## config.mk

```make
export PLATFORM = sky130hd
export DESIGN_NAME = pwm_multi_dt
export DESIGN_NICKNAME = d
export VERILOG_FILES = /design/src/rtl/pwm_pkg.sv /design/src/rtl/pwm_deadtime.sv /design/src/rtl/pwm_multi_dt.sv
export SDC_FILE = /design/constraint.sdc
export NUM_CORES = 1
export LEC_CHECK = 0
export BUFFER_PORTS_ARGS = -buffer_cell sky130_fd_sc_hd__buf_2
export CAP_MARGIN = 30
export CELL_PAD_IN_SITES_DETAIL_PLACEMENT = 1
export CELL_PAD_IN_SITES_GLOBAL_PLACEMENT = 2
export CORE_MARGIN = 8
export CORE_UTILIZATION = 33
export DETAILED_ROUTE_END_ITERATION = 12
export MAX_ROUTING_LAYER = met4
export PLACE_DENSITY = 0.79
export REMOVE_ABC_BUFFERS = 1
export SKIP_LAST_GASP = 1
export SYNTH_ARGS = -nofsm -noshare
export SYNTH_HDL_FRONTEND = slang
export SYNTH_SLANG_ARGS = --single-unit
```

## constraint.sdc

```tcl
create_clock -name clk -period 8.97 [get_ports clk]
set_clock_uncertainty 0.05 [all_clocks]
set_input_delay 2.691 -clock clk [delete_from_list [all_inputs] [get_ports clk]]
set_output_delay 2.691 -clock clk [all_outputs]
set_load 0.02 [all_outputs]
```

## src/rtl/pwm_pkg.sv

```systemverilog
// Shared definitions for the multi-channel dead-time PWM: counting modes,
// counter direction and width helpers.
package pwm_pkg;

    localparam int WIDTH_DEF   = 11;
    localparam int MODE_EDGE   = 0;
    localparam int MODE_CENTER = 1;

    typedef enum logic {
        DIR_UP   = 1'b0,
        DIR_DOWN = 1'b1
    } dir_t;

    function automatic int max_of(input int width);
        return (1 << width) - 1;
    endfunction

    // Dead counter must hold the value DEAD itself; keep at least one bit for DEAD=0.
    function automatic int dead_w(input int dead);
        return (dead < 1) ? 1 : $clog2(dead + 1);
    endfunction

endpackage

```

## src/rtl/pwm_deadtime.sv

```systemverilog
// One complementary gate pair: registers the raw compare and only asserts a
// side once raw has held its level for DEAD consecutive cycles.
module pwm_deadtime
    import pwm_pkg::*;
#(
    parameter int DEAD = 8
) (
    input  logic clk,
    input  logic rst,
    input  logic en,
    input  logic raw,
    output logic pwm_hi,
    output logic pwm_lo
);

    localparam int CW = dead_w(DEAD);
    localparam logic [CW-1:0] DEAD_C = CW'(DEAD);

    logic          raw_q;
    logic [CW-1:0] run;
    logic [CW-1:0] run_d;

    // Length of the current constant-raw run, saturating at DEAD; any change restarts it.
    always_comb begin
        run_d = '0;
        if (raw == raw_q) begin
            if (run != DEAD_C) begin
                run_d = run + 1'b1;
            end else begin
                run_d = run;
            end
        end
    end

    always_ff @(posedge clk) begin
        if (rst) begin
            raw_q  <= 1'b0;
            run    <= '0;
            pwm_hi <= 1'b0;
            pwm_lo <= 1'b0;
        end else begin
            raw_q <= raw;
            if (!en) begin
                run    <= '0;
                pwm_hi <= 1'b0;
                pwm_lo <= 1'b0;
            end else begin
                run    <= run_d;
                pwm_hi <= raw && (run_d == DEAD_C);
                pwm_lo <= !raw && (run_d == DEAD_C);
            end
        end
    end

endmodule

```

## src/rtl/pwm_multi_dt.sv

```systemverilog
// NUM_CH PWM channels on one shared edge- or centre-aligned period counter,
// with double-buffered duties loaded at the period boundary.
module pwm_multi_dt
    import pwm_pkg::*;
#(
    parameter int WIDTH  = WIDTH_DEF,
    parameter int NUM_CH = 2,
    parameter int CENTER = MODE_EDGE,
    parameter int DEAD   = 8
) (
    input  logic                    clk,
    input  logic                    rst,
    input  logic                    en,
    input  logic [NUM_CH*WIDTH-1:0] duty_in,
    input  logic [NUM_CH-1:0]       duty_wr,
    output logic [NUM_CH-1:0]       pwm_hi,
    output logic [NUM_CH-1:0]       pwm_lo,
    output logic                    period_start
);

    localparam logic [WIDTH-1:0] MAX = WIDTH'(max_of(WIDTH));

    logic [WIDTH-1:0] cnt;
    dir_t             dir;
    logic             boundary;

    // A parked counter sits at 0, so the first enabled cycle is a boundary.
    assign boundary = en && (cnt == '0);

    always_ff @(posedge clk) begin
        if (rst) begin
            cnt          <= '0;
            dir          <= DIR_UP;
            period_start <= 1'b0;
        end else begin
            period_start <= boundary;
            if (!en) begin
                cnt <= '0;
                dir <= DIR_UP;
            end else if (CENTER == MODE_EDGE) begin
                cnt <= cnt + 1'b1;
            end else if (dir == DIR_UP) begin
                if (cnt == MAX) begin
                    cnt <= cnt - 1'b1;
                    dir <= DIR_DOWN;
                end else begin
                    cnt <= cnt + 1'b1;
                end
            end else begin
                if (cnt == WIDTH'(1)) begin
                    cnt <= '0;
                    dir <= DIR_UP;
                end else begin
                    cnt <= cnt - 1'b1;
                end
            end
        end
    end

    for (genvar c = 0; c < NUM_CH; c++) begin : g_ch
        logic [WIDTH-1:0] shadow;
        logic [WIDTH-1:0] active;
        logic [WIDTH-1:0] load;
        logic [WIDTH-1:0] eff;
        logic             raw_d;

        // A write landing on the boundary cycle bypasses the shadow.
        assign load  = duty_wr[c] ? duty_in[c*WIDTH +: WIDTH] : shadow;
        // Compare the boundary cycle against the incoming duty so the whole new period uses it.
        assign eff   = boundary ? load : active;
        assign raw_d = (eff == MAX) || (cnt < eff);

        always_ff @(posedge clk) begin
            if (rst) begin
                shadow <= '0;
                active <= '0;
            end else begin
                if (duty_wr[c]) begin
                    shadow <= duty_in[c*WIDTH +: WIDTH];
                end
                if (boundary) begin
                    active <= load;
                end
            end
        end

        pwm_deadtime #(
            .DEAD (DEAD)
        ) u_dt (
            .clk    (clk),
            .rst    (rst),
            .en     (en),
            .raw    (raw_d),
            .pwm_hi (pwm_hi[c]),
            .pwm_lo (pwm_lo[c])
        );
    end

endmodule

```

---- After elaboration in Yosys (flattened, before gate mapping) ----
Cells that the tools add are included.
storage, ports and cells
  register bits after elaboration ......... 70
  input bits .............................. 27
  output and inout bits ................... 5
  logic and storage cells ................. 47
operators by class
  add/sub/neg operators ................... 3
  $lt $le $gt $ge ......................... 2
  eq/ne operators ......................... 8
  muxes and demuxes ....................... 8
  bitwise operators ....................... 1
  reduce and logical (&&, ||, !) cells .... 11
operators by type and width
  operator                                       number
  2-to-1 mux 11 bit                              4
  == test 11 bit, second input constant          2
  less-than comparator 11 bit                    2
  2-to-1 mux 4 bit                               4
  adder 11 x 1 -> 11 bit, second input constant  1
  logical NOT 11 bit                             1
  adder 4 x 1 -> 4 bit, second input constant    2
  == test 4 bit, second input constant           2
  != test 4 bit, second input constant           2
  logical AND 1 bit                              5
  == test 1 bit                                  2
  logical NOT 1 bit                              2
  logical OR 1 bit                               2
  OR reduction 2 bit                             1
  inverter 1 bit                                 1

---- Longest topological paths before layout ----
  word-level depth ........................ 9
  gate-level depth with buffers ........... 16
  gate-level depth less buffers ........... 14

---- Hierarchy ----
From an unflattened synthesis, not the netlist that was laid out.
second synthesis, totals
  cells, all modules ...................... 365
  area total of the unflattened synthesis .. 3350.7 um^2
by module, submodules not included
  module                        times used  cells each  area each (um^2)  sequential area each (um^2)
  pwm_multi_dt                  1           298         2696.3            1121.1
  pwm_deadtime at g_ch[1].u_dt  1           33          336.6             140.1
  pwm_deadtime at g_ch[0].u_dt  1           34          317.8             140.1

---- Worst setup path before layout ----
Ideal clock, no wire load.
  kind .................................... in2reg
  start point ............................. input en
  end point ............................... register g_ch[1].u_dt.run[0]
  library setup time ...................... 0.116 ns
  data arrival time ....................... 5.442 ns
  path slack .............................. 3.362 ns
  stages .................................. 13
  cells stage by stage .................... nor3b_1 -> nand3_1 -> buf_2 -> clkbuf_1 -> clkbuf_1 -> a21oi_1 -> ha_1 -> nand4_1 -> nor4_1 -> o21ai_0 -> o221a_2 -> o21a_1 -> o211a_1
on the way
  longest elaborated chain between the ends .. 6
  elaborated cells between the ends (all ways) .. 9
  those cells by class .................... order compare (1); eq/ne (2); mux (2); bitwise (1); reduce/logical (3)
ends and longest elaborated chain
  what                                                                  RTL line            text
  start, declared                                                       pwm_multi_dt.sv:13  input logic en,
  logical AND 1 bit                                                     pwm_multi_dt.sv:28  assign boundary = en && (cnt == '0);
  2-to-1 mux 11 bit                                                     --
  less-than comparator 11 bit / == test 11 bit (equally long branches)  pwm_multi_dt.sv:71  assign raw_d = (eff == MAX) || (cnt < eff);
  logical OR 1 bit                                                      pwm_multi_dt.sv:71
  == test 1 bit                                                         pwm_deadtime.sv:26  if (raw == raw_q) begin
  2-to-1 mux 4 bit                                                      pwm_deadtime.sv:26
  end signal, assigned                                                  pwm_deadtime.sv:48  run <= run_d;
  end, declared                                                         pwm_deadtime.sv:20  logic [CW-1:0] run;
Parallel ways exist; a longest one is shown, timed or not.
A chain may end at the register's enable or synchronous reset.

---- Worst setup path in the final report ----
  start point ............................. input en
  end point ............................... register g_ch[1].u_dt.run[1]
The elaborated chain is that of the path after synthesis.

==> impl_metrics.py <==
metrics = {
    "critical_path": {
        "worst_ep_arrival_time_ns": 6.28,
        "category_of_the_critical_setup_timing_path": "input pin to register",
        "setup.worst_path.start": "en",
        "maximum_fanout_along_the_worst_path": 21,
        "launching_element_type_of_the_critical_path": "input pin",
        "cp_data_required_time_ns": 9.22,
        "r2r-start": "cnt[8]$_SDFF_PP0_",
        "worstSetupEndpointType": "register",
    },
    "grt": {
        "grt_start_max_net_pins": 50,
        "globalRouteOverflowTotal": 0,
        "grt_util_all_layers_pct": 13.45,
        "first_pass_grt_wire_length_um": 14990,
        "first_global_vias": 3047,
        "grt_antenna_before_repair": 0,
    },
    "sta": {
        "min_period_over_period_pct": 67.29,
        "slew_headroom_pct": 40.48,
        "slew_viol_final": 0,
        "max_slew.worst_pin.slew_ns": 0.8847,
        "count_of_endpoints_failing_hold_in_the_final_timing_report": 0,
        "setup_repair_after_global_routing_missed_its_margin": "no",
        "fmax_mhz": 165.7,
        "finalHoldWorstSlack_ns": 0.4414,
        "fin_crit_ns": 6.036,
        "finalSetupViolCount": 0,
        "finalSetupTns_ns": 0,
    },
    "final_layout": {
        "insertedDiodeCount": 0,
        "layout.nets": 472,
        "final_cell_mix": "74 x sky130_fd_sc_hd__nor2_1, 70 x sky130_fd_sc_hd__dfxtp_1, 31 x sky130_fd_sc_hd__buf_2, 24 x sky130_fd_sc_hd__mux2i_1",
        "design_area_mm2": 0.003943,
        "final_common_cell": "sky130_fd_sc_hd__nor2_1",
        "final_core_utilization_pct": 37.02,
        "drive_above_1_share_pct": 14.95,
        "synthToLayoutAreaGrowth_pct": 11.42,
        "instances_no_fill": 568,
    },
    "floorplan": {
        "placeableCoreArea_mm2": 0.01065,
        "fp.dieW_um": 119.6,
        "initial_utilization_pct": 33.22,
        "boundaryPins": 32,
        "die_area_mm2": 0.01429,
        "std_cell_rows": 38,
        "die_height_um": 119.6,
    },
    "detailed_routing": {
        "route.vias.total": 2961,
        "dr.pass1.iters": 4,
        "detail_route.drc_violations": 0,
        "final_antenna_net_count": 0,
        "viasPerCell": 5.213,
        "route.final.wire_length_um": 9121,
        "drt_first_iter_violations": 90,
        "average_wire_per_cell_in_the_routed_design_um": 16.06,
    },
    "logic_synthesis": {
        "synth_cells": 402,
        "synth_seq_cells": 70,
        "ys.warnings.count": 0,
        "cell_area_synth_mm2": 0.003538,
        "synth.avg_cell_area_um2": 8.802,
        "postSynth.topFlopCell": "sky130_fd_sc_hd__dfxtp_1",
        "netlist-cell-type-count": 59,
        "async_sr_flop_fraction_pct": 0,
        "synth_seq_area_share_pct": 39.60,
        "synth-edff-count": 0,
    },
    "clock_network": {
        "htree_levels": 3,
        "clkSinkCount": 70,
        "clock-root-buffer": "sky130_fd_sc_hd__clkbuf_8",
        "max-clock-path-buffers": 2,
        "clkSlewWorstSetupHoldPaths_ns": 0.07,
        "cts.hold.buffers_added": 0,
        "clk-insertion-delay-late_ns": 0.35,
        "number_of_buffers_created_by_cts": 9,
        "cts_tree": "built",
        "cts_setup_buffers": 0,
        "cts_repair_resize_count": 0,
    },
    "placement": {
        "placement.cell_area_mm2": 0.003760,
        "place.port_buffers": 31,
        "post-dp-hpwl_um": 6942,
        "place_inst": 552,
        "gpl.final_weighted_congestion": 0.8311,
    },
    "pwr": {
        "power.leakage_nw": 1.624,
        "worst_ir_drop_vdd_mv": 0.05923,
        "power_density_over_the_cells_mw_per_mm2": 170.2,
    },
    "outcome": {
        "outcome": "finished clean",
    },
    "flow_run": {
        "max_cap_violations": 0,
    },
    "worst_hold_path": {
        "min-delay-path-class": "register to register",
        "min_from": "g_ch[1].u_dt.raw_q$_SDFF_PP0_",
    },
}
-- kinds of logic (layout without fill, tap and decap cells) --
group	after synthesis	in the layout	synth area share [%]
AND/OR/NAND/NOR	162	162	22.91
AO/OA/AOI/OAI	71	71	13.05
flip-flops	70	70	39.60
buffers and inverters	37	63	5.198
multiplexers	31	31	9.229
adder cells (fa/ha/maj)	22	22	7.779
XOR/XNOR	9	9	2.228
-- routing by layer --
metal  share of wire (%)  vias up  track usage, %  wire length (um)
met2                  47       57           21.55              4260
li1                    -     1468               -                 -
met5                   0        -               -                 0
met1                  45     1422           15.62              4099
met3                 6.1       14           3.288               556
met4                 2.2        0           6.245               205
-- worst paths after layout --
| path | slack, ns | depth (start not counted) | to |
|---|---|---|---|
| max reg2reg | 4.81 | 12 | g_ch[1].u_dt.run[1]$_SDFF_PP0_ |
| min reg2reg | 0.44 | 2 | g_ch[1].u_dt.pwm_hi$_SDFF_PP0_ |
| max | 2.93 | 13 | g_ch[1].u_dt.run[1]$_SDFF_PP0_ |
| min | 0.44 | 2 | g_ch[1].u_dt.pwm_hi$_SDFF_PP0_ |
-- worst max-delay path, cell delays in order --
cell and delay [ns]:
sky130_fd_sc_hd__buf_2 0.10, sky130_fd_sc_hd__nor3b_1 0.67, sky130_fd_sc_hd__nand3_1 0.54, sky130_fd_sc_hd__buf_8 0.32, sky130_fd_sc_hd__nor2_1 0.12, sky130_fd_sc_hd__a21oi_1 0.07, sky130_fd_sc_hd__ha_1 0.33, sky130_fd_sc_hd__nand4_1 0.13
sky130_fd_sc_hd__nor4_1 0.27, sky130_fd_sc_hd__o21ai_0 0.13, sky130_fd_sc_hd__o221a_2 0.33, sky130_fd_sc_hd__nor3_1 0.38, sky130_fd_sc_hd__o211a_1 0.19
-- state kept, by name, summed over array words and instances, names as in the netlist --
name,count
g_ch.u_dt.run,8
period_start,1
g_ch.active,22
cnt,11
g_ch.u_dt.pwm_hi,2
g_ch.shadow,22
g_ch.u_dt.pwm_lo,2
g_ch.u_dt.raw_q,2
-- Yosys cell counts (all sizes together) (4+ instances only) --
library cell	count	area [um^2]
xnor2	4	35.03
mux2	7	86.33
a21oi	23	118.9
nor4	8	56.30
nand4	4	25.02
a211oi	5	37.54
dfxtp	70	1401
nor2	74	277.8
buf	13	93.83
nor3b	4	30.03
nor3	10	66.32
nand3	14	70.07
o21ai	15	75.07
nand2	20	75.07
clkbuf	10	37.54
nor2b	5	31.28
or3	5	31.28
ha	22	275.3
mux2i	24	240.2
inv	14	52.55
a31oi	5	31.28
xor2	5	43.79
-- final cells by class --
cell class / instances / area, um^2
inverter: 14 / 52.55
clock buffer: 12 / 135.1
tap: 140 / 175.2
clock inverter: 4 / 47.55
timing repair buffer: 33 / 177.7
fill: 1310 / 6708
multi-input combinational: 295 / 1953
sequential: 70 / 1401
-- metrics by stage --
stage,worst slack [ns],power (mW)
6_report,2.934,0.6708
5_1_grt,2.562,0.7032
4_1_cts,2.966,0.6791
3_5_place_dp,2.617,0.4314
3_3_place_gp,2.409,0.4269
2_1_floorplan,3.199,0.3973
-- power breakdown --
part           leakage (nW)  switching (mW)  total (mW)  internal (mW)
Combinational         0.961          0.0524      0.0888         0.0363
Clock                0.0904           0.120       0.248          0.128
Sequential            0.573         0.00897       0.334          0.325
Total                  1.62           0.181       0.671          0.489
Power figures use the tool's default switching activity.
